<file path="src/rtl/max7219_pkg.sv">
// Shared definitions for the MAX7219 init sequencer: FSM states, register
// addresses and the serial command word width.
package max7219_pkg;

  localparam int CMD_W = 16;

  typedef enum logic [2:0] {
    ST_IDLE,
    ST_SHIFT,
    ST_LOAD,
    ST_GAP,
    ST_FIN
  } state_e;

  localparam logic [7:0] REG_NOOP      = 8'h00;
  localparam logic [7:0] REG_DIGIT0    = 8'h01;
  localparam logic [7:0] REG_DIGIT1    = 8'h02;
  localparam logic [7:0] REG_DIGIT2    = 8'h03;
  localparam logic [7:0] REG_DIGIT3    = 8'h04;
  localparam logic [7:0] REG_DIGIT4    = 8'h05;
  localparam logic [7:0] REG_DIGIT5    = 8'h06;
  localparam logic [7:0] REG_DIGIT6    = 8'h07;
  localparam logic [7:0] REG_DIGIT7    = 8'h08;
  localparam logic [7:0] REG_DECODE    = 8'h09;
  localparam logic [7:0] REG_INTENSITY = 8'h0A;
  localparam logic [7:0] REG_SCANLIMIT = 8'h0B;
  localparam logic [7:0] REG_SHUTDOWN  = 8'h0C;
  localparam logic [7:0] REG_TEST      = 8'h0F;

endpackage

</file>
<file path="src/rtl/max7219_cmd_rom.sv">
// Combinational table of MAX7219 power-up commands (address byte, data byte).
// Indices at or beyond DEPTH read back as a no-op word.
module max7219_cmd_rom
  import max7219_pkg::*;
#(
  parameter int DEPTH = 13
) (
  input  logic [3:0]       idx_i,
  output logic [CMD_W-1:0] word_o
);

  logic [CMD_W-1:0] word;

  always_comb begin
    word = {REG_NOOP, 8'h00};
    case (idx_i)
      4'd0:    word = {REG_SHUTDOWN,  8'h01};
      4'd1:    word = {REG_DECODE,    8'hFF};
      4'd2:    word = {REG_INTENSITY, 8'h0F};
      4'd3:    word = {REG_SCANLIMIT, 8'h07};
      4'd4:    word = {REG_TEST,      8'h00};
      4'd5:    word = {REG_DIGIT0,    8'h01};
      4'd6:    word = {REG_DIGIT1,    8'h02};
      4'd7:    word = {REG_DIGIT2,    8'h03};
      4'd8:    word = {REG_DIGIT3,    8'h04};
      4'd9:    word = {REG_DIGIT4,    8'h05};
      4'd10:   word = {REG_DIGIT5,    8'h06};
      4'd11:   word = {REG_DIGIT6,    8'h07};
      4'd12:   word = {REG_DIGIT7,    8'h08};
      default: word = {REG_NOOP,      8'h00};
    endcase
    if (int'(idx_i) >= DEPTH) begin
      word = {REG_NOOP, 8'h00};
    end
  end

  assign word_o = word;

endmodule

</file>
<file path="src/rtl/max7219_seq.sv">
// Serialises the command ROM into a chain of N_DEV MAX7219s: each command is
// shifted MSB-first once per device, then latched with a LOAD pulse.
module max7219_seq
  import max7219_pkg::*;
#(
  parameter int N_DEV   = 1,
  parameter int DEPTH   = 13,
  parameter int CLK_DIV = 4
) (
  input  logic       clk_i,
  input  logic       rst_i,
  input  logic       start_i,
  output logic       busy_o,
  output logic       done_o,
  output logic [3:0] cmd_idx_o,
  output logic       max_din_o,
  output logic       max_clk_o,
  output logic       max_load_o
);

  localparam int BITS  = CMD_W * N_DEV;
  localparam int BIT_W = $clog2(BITS);
  localparam int DIV_W = $clog2(2 * CLK_DIV);

  localparam logic [BIT_W-1:0] BIT_LAST      = BIT_W'(BITS - 1);
  localparam logic [DIV_W-1:0] DIV_HALF      = DIV_W'(CLK_DIV);
  localparam logic [DIV_W-1:0] DIV_HALF_LAST = DIV_W'(CLK_DIV - 1);
  localparam logic [DIV_W-1:0] DIV_BIT_LAST  = DIV_W'(2 * CLK_DIV - 1);
  localparam logic [3:0]       IDX_LAST      = 4'(DEPTH - 1);

  state_e           state_q, state_d;
  logic [DIV_W-1:0] div_q, div_d;
  logic [BIT_W-1:0] bit_q, bit_d;
  logic [3:0]       idx_q, idx_d;
  logic             din_q, din_d;
  logic             clk_q, clk_d;
  logic             load_q, load_d;
  logic             done_q, done_d;
  logic             busy_q, busy_d;
  logic [CMD_W-1:0] word_d;

  // The ROM is addressed with the next index so the outputs can be
  // registered from next-state values and stay aligned with the state.
  max7219_cmd_rom #(
    .DEPTH (DEPTH)
  ) u_rom (
    .idx_i  (idx_d),
    .word_o (word_d)
  );

  always_comb begin
    state_d = state_q;
    div_d   = div_q;
    bit_d   = bit_q;
    idx_d   = idx_q;

    case (state_q)
      ST_IDLE: begin
        if (start_i) begin
          state_d = ST_SHIFT;
          div_d   = '0;
          bit_d   = BIT_LAST;
          idx_d   = '0;
        end
      end
      ST_SHIFT: begin
        if (div_q == DIV_BIT_LAST) begin
          div_d = '0;
          if (bit_q == '0) begin
            state_d = ST_LOAD;
          end else begin
            bit_d = bit_q - BIT_W'(1);
          end
        end else begin
          div_d = div_q + DIV_W'(1);
        end
      end
      ST_LOAD: begin
        if (div_q == DIV_HALF_LAST) begin
          div_d   = '0;
          state_d = ST_GAP;
        end else begin
          div_d = div_q + DIV_W'(1);
        end
      end
      ST_GAP: begin
        if (div_q == DIV_HALF_LAST) begin
          div_d = '0;
          if (idx_q < IDX_LAST) begin
            idx_d   = idx_q + 4'd1;
            bit_d   = BIT_LAST;
            state_d = ST_SHIFT;
          end else begin
            state_d = ST_FIN;
          end
        end else begin
          div_d = div_q + DIV_W'(1);
        end
      end
      ST_FIN: begin
        state_d = ST_IDLE;
      end
      default: begin
        state_d = ST_IDLE;
      end
    endcase

    // The low nibble of the down-counter walks 15..0 once per device, which
    // repeats the word N_DEV times MSB-first without a separate device count.
    din_d  = (state_d == ST_SHIFT) && word_d[bit_d[3:0]];
    clk_d  = (state_d == ST_SHIFT) && (div_d >= DIV_HALF);
    load_d = (state_d == ST_LOAD);
    done_d = (state_d == ST_FIN);
    busy_d = (state_d != ST_IDLE);
  end

  always_ff @(posedge clk_i) begin
    if (rst_i) begin
      state_q <= ST_IDLE;
      div_q   <= '0;
      bit_q   <= '0;
      idx_q   <= '0;
      din_q   <= 1'b0;
      clk_q   <= 1'b0;
      load_q  <= 1'b0;
      done_q  <= 1'b0;
      busy_q  <= 1'b0;
    end else begin
      state_q <= state_d;
      div_q   <= div_d;
      bit_q   <= bit_d;
      idx_q   <= idx_d;
      din_q   <= din_d;
      clk_q   <= clk_d;
      load_q  <= load_d;
      done_q  <= done_d;
      busy_q  <= busy_d;
    end
  end

  assign busy_o     = busy_q;
  assign done_o     = done_q;
  assign cmd_idx_o  = idx_q;
  assign max_din_o  = din_q;
  assign max_clk_o  = clk_q;
  assign max_load_o = load_q;

endmodule

</file>
<file path="config.mk">
export PLATFORM = sky130hd
export DESIGN_NAME = max7219_seq
export DESIGN_NICKNAME = d
export VERILOG_FILES = /design/src/rtl/max7219_pkg.sv /design/src/rtl/max7219_cmd_rom.sv /design/src/rtl/max7219_seq.sv
export SDC_FILE = /design/constraint.sdc
export NUM_CORES = 1
export LEC_CHECK = 0
export ABC_AREA = 1
export BUFFER_PORTS_ARGS = -buffer_cell sky130_fd_sc_hd__buf_2
export CAP_MARGIN = 10
export CORE_MARGIN = 2
export CORE_UTILIZATION = 53
export CTS_BUF_LIST = sky130_fd_sc_hd__clkbuf_4 sky130_fd_sc_hd__clkbuf_8 sky130_fd_sc_hd__clkbuf_16
export DETAILED_ROUTE_END_ITERATION = 8
export PLACE_DENSITY = 0.78
export SYNTH_ARGS = -nofsm -noshare
export SYNTH_HDL_FRONTEND = slang
export SYNTH_SLANG_ARGS = --single-unit
</file>
<file path="constraint.sdc">
create_clock -name clk_i -period 2.3 [get_ports clk_i]
set_input_delay 0.46 -clock clk_i [delete_from_list [all_inputs] [get_ports clk_i]]
set_output_delay 0.46 -clock clk_i [all_outputs]
set_load 0.05 [all_outputs]
</file>
; Word level (Yosys, flattened, before mapping)
; Memories as Yosys holds them, arrays and structs flattened.
; Index checks and enable logic that the tools add are counted.
[word_totals]
elab_cells = 55
memories = 1
input_bits = 3
register_bits = 19
output_inout_bits = 9
mem_bits_ro = 192
[op_classes]
addsub = 3
mux = 24
n_lt_le_gt_ge = 4
n_reduce_logical = 6
n_eq_ne = 8
[memory_table]
columns = memory, depth, word_bits, rd, rd_clocked_by_memory_dff, wr, line
row1 = (no name shown), 16, 12, 1, 0, 0, max7219_cmd_rom.sv:16  ; case (idx_i)
[op_table]
columns = op, count
row1 = $mux 4, 8
row2 = $mux 3, 9
row3 = $mux 16, 1
row4 = $eq 3x2->1 const B, 4
row5 = $pmux 3 s4, 1
row6 = $pmux 4 s3, 1
row7 = $pmux 3 s3, 1
row8 = $pmux 4 s2, 1
row9 = $eq 3x1->1 const B, 2
row10 = $eq 3x3->1 const B, 2
row11 = $lt 4x5->1 const B, 1
row12 = $add 4x1->4 const B, 1
row13 = $bmux 1 s4, 1
row14 = $ge 4x4->1 const B, 1
row15 = $logic_not 4->1, 1
row16 = $lt 4x4->1 const B, 1
row17 = $sub 4x1->4 const B, 1
row18 = $add 3x1->3 const B, 1
row19 = $ge 3x3->1 const B, 1
row20 = $logic_not 3->1, 1
row21 = $reduce_bool 3->1, 1
row22 = $logic_and 1x1->1, 2
row23 = $reduce_or 2->1, 1
row24 = $mux 1, 1

; Logic depth before layout (Yosys ltp)
; Gate-level depths: netlist of the first run.
[depth]
word_depth = 9
ltp_mapped = 22
ltp_nobuf = 22

; Modules after synthesis
; Synthesis of the first run repeated with hierarchy kept, for this count alone.
[hier_totals]
hier_cells = 233
area_unflattened_um2 = 1492.7
[modules_own_cells]
columns = module, n_inst, seq_area_each_um2, area_per_inst_um2, cells_each
row1 = max7219_seq, 1, 380.4, 1242.4, 189
row2 = max7219_cmd_rom, 1, 0.0, 250.2, 44

; Least setup slack after synthesis of the first run
; Ideal clock, no wire load.
[synth_timing]
path_type = register to register
from = register idx_q[2] (netlist: cmd_idx_o[2])
to = register din_q (netlist: max_din_o)
path_buffers = 0
setup_slack_ns = -0.116
synth_period_minus_slack_ns = 2.416
t_arrival_ns = 2.301
setup_time_ns = 0.115
required_time_ns = 2.185
stages_incl_launch_ff = 18
cell_sequence = dfxtp_1 -> a21oi_1 -> nand2_1 -> nand2_1 -> inv_1 -> nand2_1 -> o21ai_2 -> inv_2 -> ha_1 -> or2_0 -> nand3_1 -> nand2_1 -> nor2_1 -> nor2_1 -> nand2_1 -> nand2_1 -> nand2_1 -> nor2_1
[synth_via]
elab_chain_len = 9
elab_cells_between_ends = 19
classes_between = 1 x add/sub / 2 x order compare / 1 x eq/ne / 13 x mux / 1 x reduce/logical / 1 x memory
[synth_lines]
columns = item, line
row1 = from (decl), max7219_seq.sv:34  ; logic [3:0] idx_q, idx_d;
row2 = from (signal assigned), max7219_seq.sv:132  ; idx_q <= idx_d;
row3 = $lt 4x4->1 *, max7219_seq.sv:89  ; if (idx_q < IDX_LAST) begin
row4 = $mux 4 *, max7219_seq.sv:89
row5 = $mux 4 *, max7219_seq.sv:87  ; if (div_q == DIV_HALF_LAST) begin
row6 = $pmux 4 s2 *, max7219_seq.sv:57  ; case (state_q)
row7 = net idx_d[0], max7219_seq.sv:34
row8 = $mem_v2 16x12 or $ge 4x4->1 (tied branches), -
row9 = $mux 16 *, max7219_cmd_rom.sv:32  ; if (int'(idx_i) >= DEPTH) begin
row10 = $bmux 1 s4 *, max7219_seq.sv:110  ; din_d = (state_d == ST_SHIFT) && word_d[bit_d[3:0]];
row11 = $mux 1 (not written as such) *, max7219_seq.sv:110
row12 = $logic_and 1x1->1 *, max7219_seq.sv:110
row13 = to (signal assigned), max7219_seq.sv:133  ; din_q <= din_d;
row14 = to (decl), max7219_seq.sv:35  ; logic din_q, din_d;
; Mark *: on every way through the listed nets, which the timed path passes. The rest lies on a longest branch. The select of a mux whose other input is x is not followed.
; A chain may end at the register's enable or synchronous reset.

; Worst setup path in the final report of the first run
[layout_timing]
from = register div_q[0]
to = register din_q (netlist: max_din_o)
[layout_via]
elab_chain_len = 8
elab_cells_between_ends = 18
classes_between = 1 x order compare / 3 x eq/ne / 12 x mux / 1 x reduce/logical / 1 x memory
[layout_lines]
columns = item, line
row1 = from (decl), max7219_seq.sv:32  ; logic [DIV_W-1:0] div_q, div_d;
row2 = from (signal assigned), max7219_seq.sv:130  ; div_q <= div_d;
row3 = $eq 3x2->1 *, max7219_seq.sv:87
row4 = $mux 4 *, max7219_seq.sv:87
row5 = $pmux 4 s2 *, max7219_seq.sv:57
row6 = net idx_d[0], max7219_seq.sv:34
row7 = $mem_v2 16x12 or $ge 4x4->1 (tied branches), -
row8 = $mux 16 *, max7219_cmd_rom.sv:32
row9 = $bmux 1 s4 *, max7219_seq.sv:110
row10 = $mux 1 (not written as such) *, max7219_seq.sv:110
row11 = $logic_and 1x1->1 *, max7219_seq.sv:110
; Marked as above.

==> out/qor.yml, run 1 <==
outcome: "complete, no violations"
syn2layout_area_growth_pct: 25.35
synthXorXnorAreaFrac_pct: 0.6206
synth_compound_area_share_pct: 12.32
die_x_um: 55.61
setup_slack_ns: 0.03229
clock-root-buffer: "clkbuf_4"
hp-class: "primary input to flip-flop"
io-pin-count: 12
antenna_found_initial: 0
setup_viol_count_final: 0
cp.arrival_ns: 2.49
vias_per_cell: 5.337
power.density_mw_per_mm2: 453.0
combPwrFrac_pct: 30.8
synth_area_leaders: "dfxtp_1 27%, nand2_1 14%, ha_1 9.8%, inv_1 9.6%, nor2_1 7.4%"
synth_area_mm2: 0.001411
slew_headroom_pct: 73.47
switching_share_pct: 37.42
crit_fanout: 5
path_clk_slew_ns: 0.12
grt_pass1_vias: 1229
io_buffer_count: 11
synthMuxAreaShare_pct: 0
switchingPower_mw: 0.2999
power_frac_seq_pct: 45.7
finalNetCount: 261
fin_crit_ns: 2.268
tns_ns: 0
route.detailed.drc: 0
wire_per_inst_um: 12.83
worst_pin_slew_ns: 0.3979
drv_cap: 0
mostFrequentLayoutCells: "47 x nand2_1, 32 x inv_1, 28 x nor2_1"
synth-adder-area-share_pct: 9.752
yosysSeqAreaShare_pct: 26.95
clockPowerShare_pct: 23.6
grt_setup_unrepaired: "yes"
synth_seq_cells: 19
grtUsageTotal_pct: 21.64
required_ns: 2.53
htreeDepth: 1
grt_pass1_wl_um: 5333
finalHoldViolCount: 0
synthesis.nets: 229
leakage_nw: 0.9115
clkLatencyLatePin_ns: 0.32
synth_cells: 215
drv_slew: 0
skew_ns: 0.005478
postRouteWirelength_um: 3540
drt-initial-drc-count: 77
ir_worst_vdd_v: 0.0004062
clock_sinks: 19
crit_family: "adder cells"
setup.worst_path.start_class: "flip-flop"
fin_crit_sh_pct: 98.60
row_count: 18
die_area_mm2: 0.003092
ys_types: 27
yosys.area_share.simple_pct: 39.45
clock.fmax_ghz: 0.4410
cts_buffer_depth: 2
avgSynthCellArea_um2: 6.564
path_cells: "ha_4 -> ha_4 -> inv_4 -> a21oi_4 -> nand2_4 -> nand2_4 -> inv_2 -> nand2_2 -> o21ai_2 -> inv_2 -> ha_1 -> inv_1 -> nand4_1 -> nand3_1 -> a21oi_1 -> nand2_1 -> a21oi_1 -> nor2_1"
post-dp-hpwl_um: 2557
fp.dieH_um: 55.61
synth_top_family_by_area: "simple AND/OR/NAND/NOR gates"
critPathMaxStageDelay_ns: 0.36
synth_top_area_share_pct: 26.95
cts-buffers-inserted: 3
path_buf_inv: 4
synth_warnings: 0
grt_max_degree: 15
start_util_pct: 56.46
drive_above_1_share_pct: 29.27
ant_nets: 0
fin_util_pct: 70.77
diodes: 0
yosys.area.top_type: "dfxtp_1"
gr-total-overflow: 0
place_ws_ns: -0.09889
core_area_mm2: 0.002500
cts_tree: "done"
vias: 1473
slowest_stage: "dfxtp_2"
endpoint_kind: "flip-flop"
final_common_cell: "nand2_1"
gp_congestion: 0.8694
p_int_mw: 0.5015
drtPass1Iterations: 4
crit_type: "flip-flop to flip-flop"
-- routing by layer --
metal  wire length [um]  share of wire [%]  GRT usage [%]  vias up
met5                  0                  0              0        -
met4                 51                1.4          7.317        0
met3                152                4.3          2.093        5
met2               1631                 46          35.71       40
met1               1704                 48          29.50      686
li1                   -                  -              -      742
-- through the flow --
stage / total power, mW / hold slack, ns / std cells / area (um^2)
4_1_cts: 0.7923 / 0.4784 / 273 / 1665
2_1_floorplan: 0.5469 / 0.4535 / 215 / 1433
3_3_place_gp: 0.5995 / 0.4807 / 268 / 1619
5_1_grt: 0.8527 / 0.4827 / 276 / 1769
6_report: 0.8014 / 0.4803 / 276 / 1769
3_5_place_dp: 0.6037 / 0.4814 / 268 / 1619
-- cell usage after synthesis --
cell and count:
nand2_1 52, nand3_2 5, nor2_1 28, a22oi_1 2, or2_0 1, inv_2 4, ha_1 11, xor2_1 1
nor3_1 6, a21oi_1 10, a221oi_1 1, nand2_2 2, nor2_2 1, nor4_1 1, nand2_4 3, clkbuf_1 1
nor2_4 2, o22ai_2 1, nand4_1 3, dfxtp_1 19, a31oi_1 3, o211ai_1 1, a21oi_4 2, o21ai_0 4
nand3_1 14, o21ai_2 1, inv_1 36
-- path summary, 6_finish.rpt --
check	from	endpoint	slack [ns]	cells past startpoint
setup / recovery	div_q[0]$_SDFF_PP0_	max_din_o$_SDFF_PP0_	0.03	18
hold / removal	rst_i	div_q[2]$_SDFF_PP0_	0.48	2
hold reg to reg	div_q[0]$_SDFF_PP0_	div_q[0]$_SDFF_PP0_	0.53	2
setup reg to reg	div_q[0]$_SDFF_PP0_	max_din_o$_SDFF_PP0_	0.03	18
-- power groups by stage --
stage / clock network (mW) / logic, mW / registers [mW]
after floorplan: 0 / 0.164 / 0.383
after global placement: 0 / 0.230 / 0.370
after detailed placement: 0 / 0.234 / 0.370
after CTS: 0.193 / 0.236 / 0.363
after global routing: 0.209 / 0.275 / 0.369
final: 0.189 / 0.247 / 0.366
-- flip-flops by register name, indices dropped and copies added (netlist names), named ones only --
name and cells:
max_load_o 1, div_q 2, busy_o 1, max_din_o 1
done_o 1, bit_q 4, cmd_idx_o 4, state_q 3
max_clk_o 1
-- cell families after synthesis --
group,Yosys count
adders and majority gates,11
and+or+nand+nor,118
buffers and inverters,41
AOI/OAI and AO/OA,25
DFF,19
xor gates and xnor gates,1
-- area by class of cell --
cell class	instances	area, um^2
Multi-Input combinational cell	155	978.4
Fill cell	202	730.7
Sequential cell	19	385.4
Timing Repair Buffer	28	182.7
Inverter	40	155.1
Tap cell	30	37.54
Clock buffer	3	22.52
Clock inverter	1	7.507
-- what timing repair did --
action	4_1_cts	5_1_grt
hold buffers	0	0
pin swaps	1	16
cloned	0	0
buffers inserted	1	3
gates resized for setup	5	18
hold endpoints to repair	0	0
setup endpoints to repair	1	1
-- worst reg2reg max path, delay by kind of cell (launching register included) --
family	cells	cell delay [ns]
AOI/OAI and AO/OA	4	0.40
adders and majority gates	3	0.62
buffers and inverters	4	0.28
DFF	1	0.36
and+or+nand+nor	7	0.52
(Power assumes the default switching activity.)
==> inputs of run 2 (changes only) <==
--- a/config.mk
+++ b/config.mk
@@ -15,4 +15,5 @@
 export PLACE_DENSITY = 0.78
 export SYNTH_ARGS = -nofsm -noshare
 export SYNTH_HDL_FRONTEND = slang
+export SYNTH_HIERARCHICAL = 1
 export SYNTH_SLANG_ARGS = --single-unit
==> run 2 against run 1 <==
Net effect: clock-buffer cell count unchanged; area after synthesis up 5.8%; critical path depth increased by 2; clock skew is 0.0047 ns lower; global-route usage is 0.80 points lower; synthesized cell count grew 8.4%; sequential power fell by 3%; worst setup slack improved by 0.018 ns; cell count up 5.8%; largest power group unchanged.
==> out/qor.yml, run 2 <==
outcome: "complete, no violations"
postRouteWirelength_um: 3300
setup.worst_path.start_class: "flip-flop"
dpl-instance-area_mm2: 0.001654
fin_area_mm2: 0.001789
synth_top_family_by_area: "simple AND/OR/NAND/NOR gates"
grt_pass1_wl_um: 5478
diodes: 0
clkLatencyLatePin_ns: 0.30
hold_ws_ns: 0.5189
critPathMaxStageDelay_ns: 0.37
mostFrequentLayoutCells: "48 x nand2_1, 27 x inv_1, 24 x nand3_1"
hp-class: "primary input to flip-flop"
skew_ns: 0.0007818
clock_sinks: 19
synth-adder-area-share_pct: 9.220
power_mw: 0.7101
clock.fmax_ghz: 0.4445
io-pin-count: 12
finalNetCount: 276
yosys.area.top_type: "dfxtp_1"
synth_seq_cells: 19
endpoint_kind: "flip-flop"
fin_crit_sh_pct: 97.82
synth_warnings: 6
cts_hold_buf: 0
yosys-top-cells-count: "51 x nand2_1, 33 x inv_1, 26 x nor2_1, 24 x nand3_1, 19 x dfxtp_1"
synth_compound_area_share_pct: 12.15
required_ns: 2.55
finalHoldViolCount: 0
fin_crit_ns: 2.250
core_area_mm2: 0.002710
finalNonFillerCells: 292
yosysSeqAreaShare_pct: 25.48
antenna_found_initial: 0
drv_cap: 0
leakage_nw: 0.8814
cts_tree: "done"
drive_above_1_share_pct: 27.20
grt_max_degree: 19
drt-initial-drc-count: 52
avgSynthCellArea_um2: 6.406
yosysMostFrequentCell: "nand2_1"
place_ws_ns: -0.09348
gp_congestion: 0.8546
die_area_mm2: 0.003257
cp.arrival_ns: 2.50
synthXorXnorAreaFrac_pct: 1.174
cts_buffer_depth: 2
gr-total-overflow: 0
start_util_pct: 55.08
vias: 1486
die_x_um: 57.07
synth_async_sr_flop_share_pct: 0
io_buffer_count: 11
cts-buffers-inserted: 3
drtPass1Iterations: 4
crit_fanout: 4
route.detailed.drc: 0
htreeDepth: 1
ys_types: 33
syn2layout_area_growth_pct: 19.87
clock-root-buffer: "clkbuf_4"
crit_type: "flip-flop to flip-flop"
synth_cells: 233
fin_util_pct: 66.02
holdPathStages: 2
synth_area_mm2: 0.001493
ant_nets: 0
grtUsageTotal_pct: 20.85
path_clk_slew_ns: 0.11
synth_area_leaders: "dfxtp_1 25%, nand2_1 13%, ha_1 9.2%, inv_1 8.3%, nand3_1 8.0%"
setup_viol_count_final: 0
wire_per_inst_um: 11.30
setup_slack_ns: 0.05023
grt_pass1_vias: 1310
power.density_mw_per_mm2: 396.9
rr_worst_depth: 20
drv_slew: 0
final_common_cell: "nand2_1"
fp.dieH_um: 57.07
path_common_cell: "nor2_1"
synthFlopType: "dfxtp_1"
row_count: 19
synth-edff-count: 0
post-dp-hpwl_um: 2467
path_cells: "ha_4 -> ha_4 -> inv_4 -> a21oi_4 -> inv_2 -> a21oi_2 -> o21ai_1 -> nand2_1 -> inv_2 -> ha_4 -> nand2_2 -> nand2_2 -> nand2_2 -> nor2_2 -> inv_2 -> nor2_2 -> nor2_1 -> nor2_1 -> nor2_1 -> nor2_1"
synth_top_area_share_pct: 25.48
slowest_stage: "dfxtp_2"
ir_worst_vdd_v: 0.0004543
vias_per_cell: 5.089
min_from: "rst_i"
tns_ns: 0
place_inst: 283
grt_setup_unrepaired: "yes"
yosys.area_share.simple_pct: 38.22
synthMuxAreaShare_pct: 0
-- run 2: cell count changes after synthesis, moves of 3 or more --
cell,delta
nand3_1,+10
buf_4,+7
a21oi_1,+6
nand3_2,-4
o21ai_0,+4
inv_1,-3
nand2_2,+3
-- run 2: area by class of cell --
type	count	area, um^2
multi-input combinational	171	996.0
fill	252	920.9
sequential	19	385.4
timing repair buffer	30	197.7
inverter	37	143.9
tap	31	38.79
clock buffer	3	22.52
clock inverter	1	5.005
-- run 2: per-layer routing --
layer	share of wire [%]	global-route usage, %	up-vias
met5	0	0	-
met4	1.1	5.316	0
met3	3.7	4.082	4
met2	47	34.15	29
met1	48	28.27	650
li1	-	-	803
-- run 2: cells by family after synthesis --
logic type / count (synthesis)
other: 1
AO/OA/AOI/OAI: 33
buffers and inverters: 46
AND/OR/NAND/NOR: 121
XOR/XNOR: 2
flip-flops: 19
adder cells (fa/ha/maj): 11
-- run 2: where the power goes --
| part | internal (mW) | total, mW | switching (mW) |
|---|---|---|---|
| logic | 0.0625 | 0.184 | 0.122 |
| clock network | 0.0648 | 0.171 | 0.106 |
| registers | 0.344 | 0.355 | 0.0111 |
-- run 2: repair_timing --
action / CTS / global route
resized for setup: 7 / 17
endpoints found under the setup margin: 1 / 1
setup buffers: 2 / 3
pin swaps: 1 / 12
-- run 2: critical path, delay by kind of cell, from the launching register on --
family | cells | cell delay, ns
AO/OA/AOI/OAI | 3 | 0.34
adder cells (fa/ha/maj) | 3 | 0.57
buffers and inverters | 4 | 0.24
flip-flops | 1 | 0.37
AND/OR/NAND/NOR | 10 | 0.66
-- run 2: worst paths after layout --
kind	to	slack (ns)
worst max-delay path	max_din_o$_SDFF_PP0_	0.05
worst min-delay path	state_q[1]$_SDFF_PP0_	0.52
worst max register to register	max_din_o$_SDFF_PP0_	0.05
worst min register to register	cmd_idx_o[1]$_SDFF_PP0_	0.54
==> inputs of run 3 (changes only) <==
--- a/config.mk
+++ b/config.mk
@@ -9,10 +9,10 @@
 export BUFFER_PORTS_ARGS = -buffer_cell sky130_fd_sc_hd__buf_2
 export CAP_MARGIN = 10
 export CORE_MARGIN = 2
-export CORE_UTILIZATION = 53
+export CORE_UTILIZATION = 39
 export CTS_BUF_LIST = sky130_fd_sc_hd__clkbuf_4 sky130_fd_sc_hd__clkbuf_8 sky130_fd_sc_hd__clkbuf_16
 export DETAILED_ROUTE_END_ITERATION = 8
-export PLACE_DENSITY = 0.78
+export PLACE_DENSITY = 0.61
 export SYNTH_ARGS = -nofsm -noshare
 export SYNTH_HDL_FRONTEND = slang
 export SYNTH_HIERARCHICAL = 1
==> run 3 against run 2 <==
Net effect: register-to-register slack about the same; non-clock buffer count down 1; largest cell class unchanged; clock skew up 0.0027 ns.
==> out/qor.yml, run 3 (synthesized netlist as in run 2, its figures left out) <==
core_area_mm2: 0.003661
grt_pass1_vias: 1250
power_mw: 0.7911
endpoint_kind: "flip-flop"
fp.dieH_um: 65.87
switchingPower_mw: 0.2482
wire_per_inst_um: 11.46
fillers: 372
rrSetupSlack_ns: 0.05
cts_tree: "done"
ant_nets: 0
gp_congestion: 0.9037
ir_worst_vdd_v: 0.0002840
combPwrFrac_pct: 23.9
syn2layout_area_growth_pct: 24.39
io_buffer_count: 11
place_ws_ns: -0.1146
cp.arrival_ns: 2.45
rr_worst_depth: 18
hp-class: "flip-flop to flip-flop"
vias_per_cell: 4.847
power.density_mw_per_mm2: 426.0
grtUsageTotal_pct: 16.43
finalNetCount: 275
drtPass1Iterations: 4
path_cells: "ha_4 -> ha_4 -> inv_4 -> a21oi_4 -> inv_2 -> a21oi_2 -> o21ai_1 -> nand2_1 -> inv_2 -> buf_4 -> ha_1 -> o22ai_2 -> nand2_1 -> nand3_1 -> nand3_2 -> nand3_2 -> nand2_1 -> nor2_1"
antenna_found_initial: 0
seq_area_um2: 382.9
crit_family: "simple AND/OR/NAND/NOR gates"
leakage_nw: 0.8929
dpl-instance-area_mm2: 0.001690
skew_ns: 0.003513
clock.fmax_ghz: 0.4437
grt_pass1_wl_um: 5575
clkLatencyLatePin_ns: 0.25
critPathMaxStageDelay_ns: 0.36
drv_cap: 0
finalHoldViolCount: 0
crit_fanout: 4
outcome: "complete, no violations"
die_area_mm2: 0.004338
slowest_stage: "dfxtp_2"
fin_crit_ns: 2.254
grt_setup_unrepaired: "yes"
holdPathStages: 2
drive_above_1_share_pct: 26.54
p_int_mw: 0.5428
mostFrequentLayoutCells: "49 x nand2_1, 28 x inv_1, 25 x nor2_1"
grt_max_degree: 19
power_frac_seq_pct: 44.9
fin_area_mm2: 0.001857
vias: 1493
route.detailed.drc: 0
drt-initial-drc-count: 65
required_ns: 2.50
cts_buffer_depth: 2
switching_share_pct: 31.38
tns_ns: 0
crit_type: "flip-flop to flip-flop"
hold_ws_ns: 0.5293
clock-root-buffer: "clkbuf_8"
setup_viol_count_final: 0
cts_hold_buf: 0
gr-total-overflow: 0
htreeDepth: 1
clock_sinks: 19
post-dp-hpwl_um: 2555
io-pin-count: 12
path_common_cell: "nand2_1"
setup.worst_path.start_class: "flip-flop"
reg2reg_to: "max_din_o$_SDFF_PP0_"
path_clk_slew_ns: 0.07
cts-buffers-inserted: 3
min_to: "cmd_idx_o[1]$_SDFF_PP0_"
setup_slack_ns: 0.04615
clockPowerShare_pct: 31.2
final_common_cell: "nand2_1"
path_buf_inv: 4
die_x_um: 65.87
row_count: 22
postRouteWirelength_um: 3530
fin_crit_sh_pct: 97.99
multi_input_area_mm2: 0.001028
diodes: 0
start_util_pct: 40.77
min_from: "cmd_idx_o[1]$_SDFF_PP0_"
drv_slew: 0
run 3: cell types whose count changed in the layout (fill, tap and decap cells not counted), sizes merged:
cell    before  now
buf         30   29
clkinv       1    0
clkbuf       3    4
run 3: tightest hold or removal path, stage by stage, from the launching register on:
cell and delay, ns:
dfxtp_1 0.34, nand2_1 0.09, a21oi_1 0.06
run 3: how the worst max path moves through the flow:
stage	start	endpoint	depth (start not counted)
global route	flip-flop	max_din_o$_SDFF_PP0_	20
detailed placement	div_q[0]$_SDFF_PP0_	max_din_o$_SDFF_PP0_	21
CTS	div_q[0]$_SDFF_PP0_	max_din_o$_SDFF_PP0_	21
finish	flip-flop	max_din_o$_SDFF_PP0_	18
global placement	div_q[0]$_SDFF_PP0_	max_din_o$_SDFF_PP0_	21
floorplan	cmd_idx_o[0]$_SDFF_PP0_	max_din_o$_SDFF_PP0_	14
run 3: metal layers:
layer	track usage, %	share of wire, %	wire length, um
met1	22.61	49	1734
met2	26.52	46	1625
met5	0	0	0
met3	3.918	4.4	154
met4	2.344	0.45	16
run 3: layout make-up:
class                           count  share of cell area (%)
Clock buffer                        4                   2.628
Inverter                           37                   7.884
Sequential cell                    19                   20.62
Multi-Input combinational cell    171                   55.39
Tap cell                           48                   3.235
Timing Repair Buffer               29                   10.24
run 3: repair_timing:
item | CTS | global route
resized for setup | 6 | 20
setup buffers | 1 | 1
setup endpoints to repair | 1 | 1
pin swaps | 0 | 21
run 3: power by group through the flow:
| stage | logic, mW | registers, mW | clock network (mW) |
|---|---|---|---|
| 3_5_place_dp | 0.181 | 0.361 | 0 |
| 4_1_cts | 0.182 | 0.355 | 0.252 |
| 3_3_place_gp | 0.180 | 0.362 | 0 |
| 2_1_floorplan | 0.135 | 0.372 | 0 |
| 5_1_grt | 0.218 | 0.357 | 0.269 |
| 6_report | 0.189 | 0.355 | 0.247 |
run 3: through the flow:
stage / std cells / util [%]
2_1_floorplan: 236 / -
6_report: 308 / 50.72
5_1_grt: 308 / 50.72
4_1_cts: 307 / 48.33
3_5_place_dp: 302 / 46.17
3_3_place_gp: 302 / 46.17
